==> src/rtl/csr_arbiter_if.sv <==
// Requester/response/CSR bundle for csr_arbiter. The slave modport is the
// arbiter's view; the master modport is the requesters' and CSR file's view.
interface csr_arbiter_if #(
  parameter int AW = 8,
  parameter int DW = 32
);
  logic [1:0]      req_valid;
  logic [1:0]      req_ready;
  logic [1:0]      req_we;
  logic [1:0]      req_lock;
  logic [2*AW-1:0] req_addr;
  logic [2*DW-1:0] req_wdata;
  logic [1:0]      rsp_valid;
  logic [1:0]      rsp_ready;
  logic [DW-1:0]   rsp_rdata;
  logic            rsp_err;
  logic            csr_wen;
  logic            csr_ren;
  logic [AW-1:0]   csr_addr;
  logic [DW-1:0]   csr_wdata;
  logic [DW-1:0]   csr_rdata;

  modport slave (
    input  req_valid, req_we, req_lock, req_addr, req_wdata, rsp_ready, csr_rdata,
    output req_ready, rsp_valid, rsp_rdata, rsp_err, csr_wen, csr_ren, csr_addr, csr_wdata
  );

  modport master (
    output req_valid, req_we, req_lock, req_addr, req_wdata, rsp_ready, csr_rdata,
    input  req_ready, rsp_valid, rsp_rdata, rsp_err, csr_wen, csr_ren, csr_addr, csr_wdata
  );
endinterface

==> src/rtl/csr_arbiter.sv <==
// Two-requester CSR arbiter: round-robin grant with optional ownership lock,
// zero-latency request accept and a registered single-cycle response.
module csr_arbiter #(
  parameter int                      CSR_ADDR_WIDTH = 8,
  parameter int                      CSR_DATA_WIDTH = 32,
  parameter logic [CSR_ADDR_WIDTH-1:0] CSR_LIMIT    = 8'h80,
  parameter int                      LOCK_TIMEOUT   = 64
) (
  input  logic          clk,
  input  logic          rst,
  csr_arbiter_if.slave  bus,
  output logic          busy,
  output logic          owner,
  output logic          locked,
  output logic          lock_timeout
);
  localparam int AW    = CSR_ADDR_WIDTH;
  localparam int DW    = CSR_DATA_WIDTH;
  localparam int CNT_W = $clog2(LOCK_TIMEOUT) + 1;
  localparam logic [CNT_W-1:0] CNT_LAST = CNT_W'(LOCK_TIMEOUT - 1);

  typedef enum logic {IDLE, RESP} state_e;

  state_e           state_q;
  logic             prio_q;
  logic             owner_q;
  logic             locked_q;
  logic             lock_timeout_q;
  logic             rsp_err_q;
  logic [CNT_W-1:0] idle_cnt_q;
  logic [DW-1:0]    rsp_rdata_q;

  logic [AW-1:0] addr_arr  [2];
  logic [DW-1:0] wdata_arr [2];

  genvar gi;
  generate
    for (gi = 0; gi < 2; gi++) begin : g_unpack
      assign addr_arr[gi]  = bus.req_addr[gi*AW +: AW];
      assign wdata_arr[gi] = bus.req_wdata[gi*DW +: DW];
    end
  endgenerate

  logic [1:0]    eligible;
  logic          grant;
  logic          winner;
  logic          in_range;
  logic          win_we;
  logic          win_lock;
  logic [AW-1:0] win_addr;
  logic [DW-1:0] win_wdata;

  // While locked only the owner may compete; nothing is granted in RESP or reset.
  always_comb begin
    eligible = 2'b00;
    if (state_q == IDLE && !rst)
      eligible = locked_q ? (bus.req_valid & (owner_q ? 2'b10 : 2'b01)) : bus.req_valid;
    grant     = |eligible;
    winner    = (&eligible) ? prio_q : eligible[1];
    win_addr  = addr_arr[winner];
    win_wdata = wdata_arr[winner];
    win_we    = bus.req_we[winner];
    win_lock  = bus.req_lock[winner];
    in_range  = win_addr < CSR_LIMIT;
  end

  assign bus.req_ready = grant ? (winner ? 2'b10 : 2'b01) : 2'b00;
  assign bus.csr_addr  = grant ? win_addr  : '0;
  assign bus.csr_wdata = grant ? win_wdata : '0;
  assign bus.csr_wen   = grant &  win_we & in_range;
  assign bus.csr_ren   = grant & ~win_we & in_range;
  assign bus.rsp_valid = (state_q == RESP && !rst) ? (owner_q ? 2'b10 : 2'b01) : 2'b00;
  assign bus.rsp_rdata = rsp_rdata_q;
  assign bus.rsp_err   = rsp_err_q;

  assign busy         = (state_q != IDLE);
  assign owner        = owner_q;
  assign locked       = locked_q;
  assign lock_timeout = lock_timeout_q;

  always_ff @(posedge clk) begin
    if (rst) begin
      state_q        <= IDLE;
      prio_q         <= 1'b0;
      owner_q        <= 1'b0;
      locked_q       <= 1'b0;
      idle_cnt_q     <= '0;
      rsp_rdata_q    <= '0;
      rsp_err_q      <= 1'b0;
      lock_timeout_q <= 1'b0;
    end else begin
      lock_timeout_q <= 1'b0;
      case (state_q)
        IDLE: begin
          if (grant) begin
            rsp_rdata_q <= (in_range && !win_we) ? bus.csr_rdata : '0;
            rsp_err_q   <= !in_range;
            owner_q     <= winner;
            locked_q    <= win_lock;
            // Fairness only rotates between unlocked transactions.
            if (!locked_q && !win_lock)
              prio_q <= ~winner;
            idle_cnt_q  <= '0;
            state_q     <= RESP;
          end else if (locked_q && !bus.req_valid[owner_q]) begin
            if (idle_cnt_q == CNT_LAST) begin
              locked_q       <= 1'b0;
              lock_timeout_q <= 1'b1;
              idle_cnt_q     <= '0;
            end else begin
              idle_cnt_q <= idle_cnt_q + CNT_W'(1);
            end
          end
        end
        RESP: begin
          if (bus.rsp_ready[owner_q])
            state_q <= IDLE;
        end
        default: state_q <= IDLE;
      endcase
    end
  end
endmodule

==> src/flat_wrapper.sv <==
// flat-port wrapper written by rule: the top's interface ports become plain ports
module csr_arbiter_flat 
#(
  parameter int                      CSR_ADDR_WIDTH = 8,
  parameter int                      CSR_DATA_WIDTH = 32,
  parameter logic [CSR_ADDR_WIDTH-1:0] CSR_LIMIT    = 8'h80,
  parameter int                      LOCK_TIMEOUT   = 64
)
  (clk, rst, busy, owner, locked, lock_timeout, bus_req_valid, bus_req_we, bus_req_lock, bus_req_addr, bus_req_wdata, bus_rsp_ready, bus_csr_rdata, bus_req_ready, bus_rsp_valid, bus_rsp_rdata, bus_rsp_err, bus_csr_wen, bus_csr_ren, bus_csr_addr, bus_csr_wdata);
  csr_arbiter_if #(.AW((8)), .DW((32))) bus_i ();
  input  logic clk;
  input  logic rst;
  output logic busy;
  output logic owner;
  output logic locked;
  output logic lock_timeout;
  input wire logic [$bits(bus_i.req_valid)-1:0] bus_req_valid;
  input wire logic [$bits(bus_i.req_we)-1:0] bus_req_we;
  input wire logic [$bits(bus_i.req_lock)-1:0] bus_req_lock;
  input wire logic [$bits(bus_i.req_addr)-1:0] bus_req_addr;
  input wire logic [$bits(bus_i.req_wdata)-1:0] bus_req_wdata;
  input wire logic [$bits(bus_i.rsp_ready)-1:0] bus_rsp_ready;
  input wire logic [$bits(bus_i.csr_rdata)-1:0] bus_csr_rdata;
  output wire logic [$bits(bus_i.req_ready)-1:0] bus_req_ready;
  output wire logic [$bits(bus_i.rsp_valid)-1:0] bus_rsp_valid;
  output wire logic [$bits(bus_i.rsp_rdata)-1:0] bus_rsp_rdata;
  output wire logic [$bits(bus_i.rsp_err)-1:0] bus_rsp_err;
  output wire logic [$bits(bus_i.csr_wen)-1:0] bus_csr_wen;
  output wire logic [$bits(bus_i.csr_ren)-1:0] bus_csr_ren;
  output wire logic [$bits(bus_i.csr_addr)-1:0] bus_csr_addr;
  output wire logic [$bits(bus_i.csr_wdata)-1:0] bus_csr_wdata;
  assign bus_i.req_valid = bus_req_valid;
  assign bus_i.req_we = bus_req_we;
  assign bus_i.req_lock = bus_req_lock;
  assign bus_i.req_addr = bus_req_addr;
  assign bus_i.req_wdata = bus_req_wdata;
  assign bus_i.rsp_ready = bus_rsp_ready;
  assign bus_i.csr_rdata = bus_csr_rdata;
  assign bus_req_ready = bus_i.req_ready;
  assign bus_rsp_valid = bus_i.rsp_valid;
  assign bus_rsp_rdata = bus_i.rsp_rdata;
  assign bus_rsp_err = bus_i.rsp_err;
  assign bus_csr_wen = bus_i.csr_wen;
  assign bus_csr_ren = bus_i.csr_ren;
  assign bus_csr_addr = bus_i.csr_addr;
  assign bus_csr_wdata = bus_i.csr_wdata;
  csr_arbiter #(.CSR_ADDR_WIDTH(CSR_ADDR_WIDTH), .CSR_DATA_WIDTH(CSR_DATA_WIDTH), .CSR_LIMIT(CSR_LIMIT), .LOCK_TIMEOUT(LOCK_TIMEOUT)) u_core (.clk(clk), .rst(rst), .bus(bus_i), .busy(busy), .owner(owner), .locked(locked), .lock_timeout(lock_timeout));
endmodule
==> config.mk <==
export PLATFORM = sky130hd
export DESIGN_NAME = csr_arbiter_flat
export DESIGN_NICKNAME = d
export VERILOG_FILES = /design/src/rtl/csr_arbiter_if.sv /design/src/rtl/csr_arbiter.sv /design/src/flat_wrapper.sv
export SDC_FILE = /design/constraint.sdc
export NUM_CORES = 1
export LEC_CHECK = 0
export BUFFER_PORTS_ARGS = -buffer_cell sky130_fd_sc_hd__buf_2
export CORE_MARGIN = 5
export CORE_UTILIZATION = 37
export CTS_BUF_LIST = sky130_fd_sc_hd__clkbuf_4 sky130_fd_sc_hd__clkbuf_8
export DETAILED_ROUTE_END_ITERATION = 10
export GPL_TIMING_DRIVEN = 0
export PLACE_DENSITY_LB_ADDON = 0.12
export SLEW_MARGIN = 20
export SYNTH_ARGS = -nofsm -noshare
export SYNTH_HDL_FRONTEND = slang
export SYNTH_SLANG_ARGS = --single-unit
export TNS_END_PERCENT = 5
==> constraint.sdc <==
create_clock -name clk -period 2.6 [get_ports clk]
set_clock_uncertainty 0.1 [all_clocks]
set_input_delay 0.26 -clock clk [delete_from_list [all_inputs] [get_ports clk]]
set_output_delay 0.26 -clock clk [all_outputs]
set_load 0.05 [all_outputs]
==> qor.yml, run 1 <==
sta:
  worst_slew_pin_slew_ps: 964.3
  setup_viol: 0
  relSlewSlack_pct: 35.55
  period_needed_ps: 2515
  finalCritPeriodShare_pct: 96.73
  drv_slew: 0
  clock.fmax_ghz: 0.3976
  hold_viol: 0
synthesis:
  synth_ff_type: "dfxtp_1"
  synth_cells: 210
  synth_top_cell_by_area: "dfxtp_1"
  ys_ff_latch: 45
  yosys.area_share.simple_pct: 9.566
  yosys_warnings: 0
  synthMuxAreaShare_pct: 1.408
  syn-num-nets: 333
  async_flop_share_pct: 0
  synth_xor_area_share_pct: 0
  avgSynthCellArea_um2: 10.15
  synth_top_family_by_area: "compound AO/OA/AOI/OAI gates"
  ys_seq_area_share_pct: 42.25
  synthAdderAreaFrac_pct: 0.5869
  synth_edf_count: 0
  synth-compound-area-share_pct: 40.20
  synth_top_area_share_pct: 42.25
  synthesis.area_mm2: 0.002132
  synth.distinct_cells: 39
  synth_area_leaders: "dfxtp_1 (42%), a22o_1 (16%), a32o_1 (15%)"
power:
  seqPwrFrac_pct: 33.5
  power-per-cell-area_mw_per_mm2: 627.7
  p_leak_nw: 1.829
  p_switching_w: 0.0008844
  clkPwrFrac_pct: 24.2
  internal_power_w: 0.001370
  p_comb_share_pct: 42.3
  ir_worst_vdd_mv: 0.3293
  swShare_pct: 39.22
clock_tree:
  cts.sinks: 45
  insertion_delay_ps: 290
  cts_buffer_depth: 2
  clk_pin_slew_ps: 80
  htree_levels: 2
  root_buffer: "clkbuf_8"
  numCtsBuffers: 5
  cts_tree: "done"
status:
  status: "complete, no violations"
final_layout:
  insertedDiodeCount: 0
  fin_nets: 549
  fillers: 510
  drive_gt1_share_pct: 57.14
  area_delta_synth_final_pct: 68.49
  utilization_pct: 64.84
  fin_cells: 499
worst_setup_path:
  crit_path_cell_trace: "mux2i_2, a2111o_2, a211oi_4, buf_6, and2_1, buf_6"
  cp_max_fo: 6
  worst-path-buf-inv: 2
  crit_family: "compound AO/OA/AOI/OAI gates"
  cp_slowest_cell: "a2111o_2"
  crit_arrival_ps: 2160
  reg2reg_depth: 7
  worst_setup_path_end_kind: "output pin"
  critPathLaunchType: "register"
  path_depth: 6
  worst_path_largest_cell_delay_ps: 570
  setup.worst_path.class: "register to output pin"
  critPathRequiredTime_ps: 2240
  cp_common_cell: "buf_6"
grt:
  grt_max_degree: 14
  grt_util_all_layers_pct: 22.58
  antenna_found_initial: 0
  grt_pass1_vias: 2766
  grt_overflow: 0
  grt_pass1_wl_um: 13410
floorplanning:
  coreArea_mm2: 0.005540
  rows: 27
  die-area_mm2: 0.007381
  pin_count: 205
  start_util_pct: 38.48
  die_x_um: 85.91
  fp.dieH_um: 85.91
min_path:
  hold_path.class: "input pin to register"
  worstHoldPathCells: 2
detailed_routing:
  postRouteAntennaNets: 0
  vias: 2712
  first_iter_violations: 137
  avgViaCountPerCell: 5.435
  drc: 0
  drtPass1Iterations: 4
  routed_wl_um: 8806
  routedWlPerCell_um: 17.65
placed_design:
  gp_congestion: 0.8884
  portBuffers: 204
  dp_hpwl_um: 7121
  dp_cells: 486
run:
  drv_cap: 0
==> state kept, by name, indices dropped and copies added (netlist names) <==
name	flops
u_core.bus.rsp_err	1
u_core.prio_q	1
u_core.idle_cnt_q	7
u_core.owner	1
u_core.lock_timeout	1
u_core.busy	1
u_core.bus.rsp_rdata	32
u_core.locked	1
==> worst paths after layout <==
check / startpoint / end / slack (ps)
worst min-delay path: bus_csr_rdata[28] / u_core.bus.rsp_rdata[28] / 100
worst max-delay path: u_core.owner / bus_csr_ren / 80
worst min register to register: u_core.idle_cnt_q[6] / u_core.idle_cnt_q[6] / 350
worst max register to register: u_core.owner / u_core.bus.rsp_rdata[8] / 400
==> layout make-up <==
class	count	area, µm²	share of cell area, %
buffer	21	130.1	3.622
clock buffer	7	90.09	2.508
clock inverter	1	30.03	0.8359
inverter	5	18.77	0.5225
multi-input combinational	139	1150	32.01
sequential	45	908.4	25.29
tap	72	90.09	2.508
timing repair buffer	209	1175	32.71
==> synthesized netlist by cell type, types with 2 or more instances <==
| library cell | n |
|---|---|
| nand3b_1 | 2 |
| nand3_1 | 2 |
| buf_1 | 3 |
| mux2i_1 | 3 |
| o2111ai_1 | 2 |
| a21oi_1 | 8 |
| nand2_1 | 7 |
| a22o_1 | 39 |
| nor3_1 | 6 |
| buf_2 | 6 |
| or2_2 | 2 |
| clkbuf_1 | 9 |
| dfxtp_1 | 45 |
| a32o_1 | 32 |
| or3_1 | 2 |
| buf_6 | 3 |
| nor2_1 | 6 |
| and3_1 | 3 |
| and2_1 | 2 |
| o21ai_0 | 3 |
| inv_1 | 5 |
| nor3b_1 | 3 |
==> routing by layer <==
layer | track usage (%) | vias up | wire, µm
met1 | 24.32 | 1265 | 3070
li1 | - | 1285 | -
met5 | 0 | - | 0
met4 | 10.07 | 0 | 287
met2 | 39.38 | 141 | 4417
met3 | 8.165 | 21 | 1031
==> cell usage in the layout (no fill, tap or decap), types with 4 or more instances in the layout <==
| master | instances |
|---|---|
| buf_2 | 164 |
| buf_4 | 49 |
| dfxtp_1 | 43 |
| a22o_1 | 39 |
| a32o_1 | 32 |
| a21oi_1 | 8 |
| nand2_1 | 7 |
| buf_6 | 6 |
| nor3_1 | 6 |
| clkbuf_8 | 6 |
| inv_1 | 5 |
| clkbuf_1 | 5 |
| nor2_1 | 4 |
==> power by group through the flow <==
stage	combinational, W	clock, W	sequential (W)
final	0.000954	0.000546	0.000754
after detailed placement	0.000873	0	0.000769
after floorplan	0.000506	0	0.000876
after CTS	0.000939	0.000562	0.000753
after global placement	0.000870	0	0.000767
after global routing	0.00100	0.000599	0.000761
==> what timing repair did <==
action,in CTS,in global routing
hold buffers,0,0
buffers inserted,1,4
pin swaps,2,2
resized for setup,57,11
setup endpoints to repair,42,42
==> stage by stage <==
stage	instance area (µm²)	worst slack, ps	setup TNS (ps)	power (W)	hold slack (ps)
finish	3592	84.97	0	0.002255	101.3
global route	3592	-13.24	-13.24	0.002363	87.38
CTS	3532	3.865	0	0.002255	92.55
detailed placement	3257	-81.71	-122.3	0.001642	343.6
global placement	3256	-54.99	-79.95	0.001637	329.8
floorplan	2145	-83.43	-822.5	0.001383	229.1
==> logic make-up (layout without fill, tap and decap cells) <==
family	Yosys count	in the layout
AOI/OAI and AO/OA	97	97
muxes	3	3
and+or+nand+nor	38	38
buffers and inverters	26	243
DFF	45	45
adders and majority gates	1	1
(Power assumes the default switching activity.)
==> run 2: changes to the inputs <==
Settings changed: PLACE_DENSITY set to 0.92, PLACE_DENSITY_LB_ADDON 0.12 to unset.
==> qor.yml, run 2 (synthesis results as in run 1) <==
detailed_routing:
  vias: 2717  # +0.18%
  first_iter_violations: 172  # +26%
  drc: 0  # unchanged
  routed_wl_um: 8983  # +2.0%
  avgViaCountPerCell: 5.402  # -0.61%
  drtPass1Iterations: 4  # unchanged
  routedWlPerCell_um: 17.86  # +1.2%
  postRouteAntennaNets: 0  # unchanged
final_layout:
  final_cell_mix: "buf_2 (164), buf_4 (44), dfxtp_1 (43)"
  finalInstanceArea_mm2: 0.003602  # +0.28%
  fin_nets: 554  # +0.91%
  insertedDiodeCount: 0  # unchanged
  largest_reg_flops: 32  # unchanged
  area_delta_synth_final_pct: 68.96
  layout_commonest_cell: "buf_2"
  drive_gt1_share_pct: 57.31  # +0.17 points
worst_setup_path:
  reg2reg_depth: 6  # -1
  timing.reg2reg.setup_slack_ps: 360  # -40 ps
  setup.worst_path.class: "register to output pin"
  worst_setup_path_end_kind: "output pin"
  cp_max_fo: 6  # unchanged
  critPathRequiredTime_ps: 2240  # about the same
  crit_arrival_ps: 2150  # about the same
  r2r-end: "u_core.idle_cnt_q[6]"
  r2r-start: "u_core.owner"
  critPathLaunchType: "register"
power:
  swShare_pct: 41.34  # +2.1 points
  ir_worst_vdd_mv: 0.2751  # -16%
  p_switching_w: 0.0008922  # +0.88%
  total_power_w: 0.002158  # -4.3%
  p_comb_share_pct: 44.9  # +2.6 points
  internal_power_w: 0.001266  # -7.6%
  p_leak_nw: 1.834  # +0.29%
  power-per-cell-area_mw_per_mm2: 599.1  # -4.6%
  clkPwrFrac_pct: 20.1  # -4.1 points
  seqPwrFrac_pct: 34.9  # +1.4 points
sta:
  whs_ps: 94.28  # -7.045 ps
  setup_viol: 0  # unchanged
  drv_slew: 0  # unchanged
  clock.fmax_ghz: 0.3986  # +0.26%
  worst_slew_pin_slew_ps: 1008  # +44.04 ps
  finalCritPeriodShare_pct: 96.48  # -0.25 points
  relSlewSlack_pct: 32.61  # -2.9 points
  final.setup.tns_ps: 0  # unchanged
  period_needed_ps: 2509  # -6.428 ps
  hold_viol: 0  # unchanged
clock_tree:
  cts.sinks: 45  # unchanged
  numCtsBuffers: 5  # unchanged
  hold_buffers: 0  # unchanged
  cts_buffer_depth: 2  # unchanged
  htree_levels: 2  # unchanged
  root_buffer: "clkbuf_8"
  clk_pin_slew_ps: 80  # about the same
  cts_tree: "done"
  insertion_delay_ps: 300  # about the same
min_path:
  whs_endpoint: "u_core.bus.rsp_rdata[31]"
  worstHoldPathCells: 2  # unchanged
  hold_path.class: "input pin to register"
  min_from: "bus_csr_rdata[31]"
floorplanning:
  die_x_um: 85.91  # unchanged
  fp.dieH_um: 85.91  # unchanged
  pin_count: 205  # unchanged
  coreArea_mm2: 0.005540  # unchanged
  rows: 27  # unchanged
  start_util_pct: 38.48  # unchanged
  die-area_mm2: 0.007381  # unchanged
run:
  drv_cap: 0  # unchanged
grt:
  grt_max_degree: 14  # unchanged
  grt_util_all_layers_pct: 23.21  # +0.63 points
  antenna_found_initial: 0  # unchanged
  grt_pass1_vias: 2680  # -3.1%
  grt_pass1_wl_um: 13580  # +1.3%
  grt_overflow: 0  # unchanged
status:
  status: "complete, no violations"
placed_design:
  gp_congestion: 0.8653  # -2.6%
  portBuffers: 204  # unchanged
  dp_hpwl_um: 7392  # +3.8%
  placement.cell_area_mm2: 0.003257  # unchanged
-- run 2: cell count changes in the layout (fill, tap and decap cells not counted), sizes merged --
| cell | before | now |
|---|---|---|
| buf | 221 | 217 |
| bufinv | 1 | 0 |
| clkbuf | 16 | 24 |
| clkinvlp | 0 | 1 |
-- run 2: area by class of cell --
class | count | area, µm²
Multi-Input combinational cell | 139 | 1151
Sequential cell | 45 | 905.9
Timing Repair Buffer | 214 | 1210
Buffer | 21 | 136.4
Tap cell | 72 | 90.09
Clock inverter | 1 | 7.507
Fill cell | 497 | 1938
Inverter | 5 | 18.77
Clock buffer | 6 | 82.58
-- run 2: through the flow --
stage | cells | util, % | setup WS [ps]
after floorplan | 210 | - | -83.43
after global placement | 486 | 58.76 | -167.0
after detailed placement | 486 | 58.79 | -180.3
after CTS | 494 | 62.85 | 6.656
after global routing | 503 | 65.02 | -32.10
final | 503 | 65.02 | 91.39
-- run 2: metal layers --
layer | wire length, µm | track usage [%] | vias to the layer above
met5 | 0 | 0 | -
met4 | 235 | 8.489 | 0
met3 | 879 | 8.069 | 20
met2 | 4706 | 41.14 | 131
met1 | 3161 | 25.40 | 1268
li1 | - | - | 1298
-- run 2: worst max-delay path by stage --
stage | endpoint | cells past startpoint | slack, ps | from
floorplan | bus_csr_addr[0] | 6 | -80 | u_core.locked
global placement | bus_csr_ren | 6 | -170 | u_core.locked
detailed placement | bus_csr_ren | 6 | -180 | u_core.locked
CTS | bus_csr_wen | 7 | 7 | u_core.locked
global route | bus_csr_ren | 6 | -30 | u_core.owner
finish | bus_csr_ren | 6 | 90 | u_core.owner
-- run 2: power groups by stage --
stage / logic (W) / clock network (W) / registers [W]
2_1_floorplan: 0.000506 / 0 / 0.000876
3_3_place_gp: 0.000866 / 0 / 0.000766
3_5_place_dp: 0.000879 / 0 / 0.000768
4_1_cts: 0.000935 / 0.000440 / 0.000753
5_1_grt: 0.00102 / 0.000474 / 0.000759
6_report: 0.000970 / 0.000435 / 0.000754
-- run 2: worst max-delay path, cell delays in order, from the launching register on --
cell and delay (ps):
dfxtp_2 400, mux2i_1 150, a2111o_1 560, a211oi_4 300
buf_6 150, and2_1 140, buf_6 160
-- run 2: repair_timing --
| item | 4_1_cts | 5_1_grt |
|---|---|---|
| endpoints found under the hold margin | 0 | 0 |
| pin swaps | 2 | 2 |
| cloned | 0 | 1 |
| resized for setup | 49 | 19 |
| buffers inserted | 1 | 8 |
| setup endpoints to repair | 42 | 40 |
==> run 3: changes to the inputs <==
Settings changed: ABC_AREA set to 1, CORE_UTILIZATION 37 to 40, PLACE_DENSITY 0.92 to 0.93, SLEW_MARGIN 20 to 5.
==> qor.yml, run 3 <==
status:
  status: "complete, no violations"
synthesis:
  synth_edf_count: 0  # unchanged
  yosys_warnings: 0  # unchanged
  synth_area_leaders: "dfxtp_1 (37%), nand2_1 (14%), a22o_1 (14%)"
  ys_ff_latch: 45  # unchanged
  synth_cells: 309  # +47%
  synth_top_cell_by_area: "dfxtp_1"
  async_flop_share_pct: 0  # unchanged
  synthesis.area_mm2: 0.002446  # +15%
  ys_seq_area_share_pct: 36.83  # -5.4 points
  avgSynthCellArea_um2: 7.916  # -22%
  synth.most_common_cell: "nand2_1"
  synth.distinct_cells: 26  # -33%
  syn-num-nets: 432  # +30%
  synthTopCellsByCount: "nand2_1 (92), dfxtp_1 (45), a22o_1 (39), nand4_1 (34)"
  synth_top_area_share_pct: 36.83  # -5.4 points
  synth_ff_type: "dfxtp_1"
power:
  p_leak_nw: 2.146  # +17%
  internal_power_w: 0.001356  # +7.1%
  ir_worst_vdd_mv: 0.4127  # +50%
  p_comb_share_pct: 46.3  # +1.4 points
  p_switching_w: 0.001068  # +20%
  seqPwrFrac_pct: 31.6  # -3.3 points
  swShare_pct: 44.06  # +2.7 points
  clkPwrFrac_pct: 22.1  # +2.0 points
  power-per-cell-area_mw_per_mm2: 660.4  # +10%
final_layout:
  drive_gt1_share_pct: 49.04  # -8.3 points
  area_delta_synth_final_pct: 50.08
  layout_commonest_cell: "buf_2"
  fin_nets: 642  # +16%
  largest_reg_flops: 32  # unchanged
  insertedDiodeCount: 0  # unchanged
  final_cell_mix: "buf_2 (210), nand2_1 (92), dfxtp_1 (45)"
grt:
  gr-usage-met2_pct: 40.79  # -0.35 points
  grt_max_degree: 15  # +1
  grt_pass1_wl_um: 13440  # -1.0%
  grt_pass1_vias: 2983  # +11%
  grt_use_met1_pct: 22.18  # -3.2 points
  grt_util_all_layers_pct: 21.82  # -1.4 points
  grt.busiest_layer: "met2"
  grt_util_met3_pct: 6.303  # -1.8 points
  grt_overflow: 0  # unchanged
  antenna_found_initial: 0  # unchanged
detailed_routing:
  vias: 3044  # +12%
  avgViaCountPerCell: 5.116  # -5.3%
  routedWlPerCell_um: 15.74  # -12%
  drc: 0  # unchanged
  first_iter_violations: 93  # -46%
  postRouteAntennaNets: 0  # unchanged
  routed_wl_um: 9366  # +4.3%
  drtPass1Iterations: 5  # +1
sta:
  hold_viol: 0  # unchanged
  relSlewSlack_pct: 73.74  # +41 points
  drv_slew: 0  # unchanged
  setup_viol: 0  # unchanged
  clock.fmax_ghz: 0.4235  # +6.2%
  worst_slew_pin_slew_ps: 390.9  # -617.5 ps
  period_needed_ps: 2361  # -147.2 ps
  setup_slack_ps: 238.5  # +147.2 ps
  final.setup.tns_ps: 0  # unchanged
  finalCritPeriodShare_pct: 90.83  # -5.7 points
  rsz0062_at_grt: "no"
clock_tree:
  hold_buffers: 0  # unchanged
  clk_pin_slew_ps: 90  # about the same
  post-cts-setup-buffers: 0  # -1
  htree_levels: 2  # unchanged
  root_buffer: "clkbuf_8"
  insertion_delay_ps: 290  # about the same
  cts_buffer_depth: 2  # unchanged
  numCtsBuffers: 5  # unchanged
  cts_resized: 0  # -100%
  cts_tree: "done"
  cts.sinks: 45  # unchanged
placed_design:
  dp_hpwl_um: 7700  # +4.2%
  gp_congestion: 0.8866  # +2.5%
  dpl_worst_slack_ps: 561.7  # +742.0 ps
  portBuffers: 203  # -0.49%
worst_setup_path:
  cp_max_fo: 10  # +4
  critPathRequiredTime_ps: 2240  # about the same
  worst_setup_path_end_kind: "output pin"
  crit_arrival_ps: 2000  # -150 ps
  setup.worst_path.class: "register to output pin"
  critPathLaunchType: "register"
floorplanning:
  start_util_pct: 41.31  # +2.8 points
  fp.dieH_um: 88.20  # +2.7%
  die-area_mm2: 0.007779  # +5.4%
  coreArea_mm2: 0.005921  # +6.9%
  rows: 28  # +3.7%
  pin_count: 205  # unchanged
  die_x_um: 88.20  # +2.7%
run:
  drv_cap: 0  # unchanged
min_path:
  hold_path.class: "input pin to register"
-- run 3: final cells by class --
class | instances | area, µm²
multi-input cells | 224 | 1277
plain buffers | 23 | 203.9
clock buffers | 6 | 76.32
repair buffers | 203 | 1016
fillers | 542 | 2250
inverters | 17 | 63.81
well taps | 75 | 93.84
flip-flops and latches | 45 | 900.9
clock inverters | 2 | 38.79
-- run 3: per-layer routing --
layer  vias to the layer above  part of all wire [%]
met5                         -                     0
met3                        27                   9.9
met1                      1368                    35
li1                       1498                     -
met2                       151                    52
met4                         0                   3.4
-- run 3: kinds of logic (layout without fill, tap and decap cells) --
group,after synthesis,after routing,share of synthesized area (%)
buffers and inverters,40,251,10.95
and+or+nand+nor,168,168,34.07
AOI/OAI and AO/OA,53,53,16.93
adders and majority gates,1,1,0.5114
DFF,45,45,36.83
xor gates and xnor gates,2,2,0.7162
-- run 3: per-stage QoR --
step	cell area (µm²)	std cells	utilization (%)	power (W)	hold slack, ps
3_5_place_dp	3556	587	60.06	0.001904	336.0
6_report	3671	595	62.00	0.002424	100.9
5_1_grt	3671	595	62.00	0.002528	91.53
2_1_floorplan	2446	309	-	0.001601	314.3
4_1_cts	3671	595	62.00	0.002432	97.35
3_3_place_gp	3556	587	60.06	0.001885	332.1
-- run 3: path summary, 6_finish.rpt --
path                                            endpoint  slack, ps  cells after the start                 start
worst min register to register      u_core.idle_cnt_q[6]        350                      2  u_core.idle_cnt_q[6]
worst max register to register  u_core.bus.rsp_rdata[16]        990                      8          u_core.owner
worst max-delay path                   bus_csr_wdata[20]        240                      9          u_core.owner
worst min-delay path            u_core.bus.rsp_rdata[24]        100                      3     bus_csr_rdata[24]
-- run 3: power groups by stage --
stage               Combinational [W]  Clock (W)  Sequential, W
finish                        0.00112   0.000536       0.000765
global route                  0.00118   0.000573       0.000772
CTS                           0.00112   0.000542       0.000765
detailed placement            0.00112          0       0.000781
global placement              0.00111          0       0.000779
floorplan                    0.000678          0       0.000924
-- run 3: critical path, cell delays in order, from the launching register on --
cell	delay [ps]
dfxtp_1	480
inv_2	120
nand2_2	100
nand3_2	80
nand2_2	150
nand2_1	80
inv_2	110
buf_6	150
a22o_1	170
buf_2	280
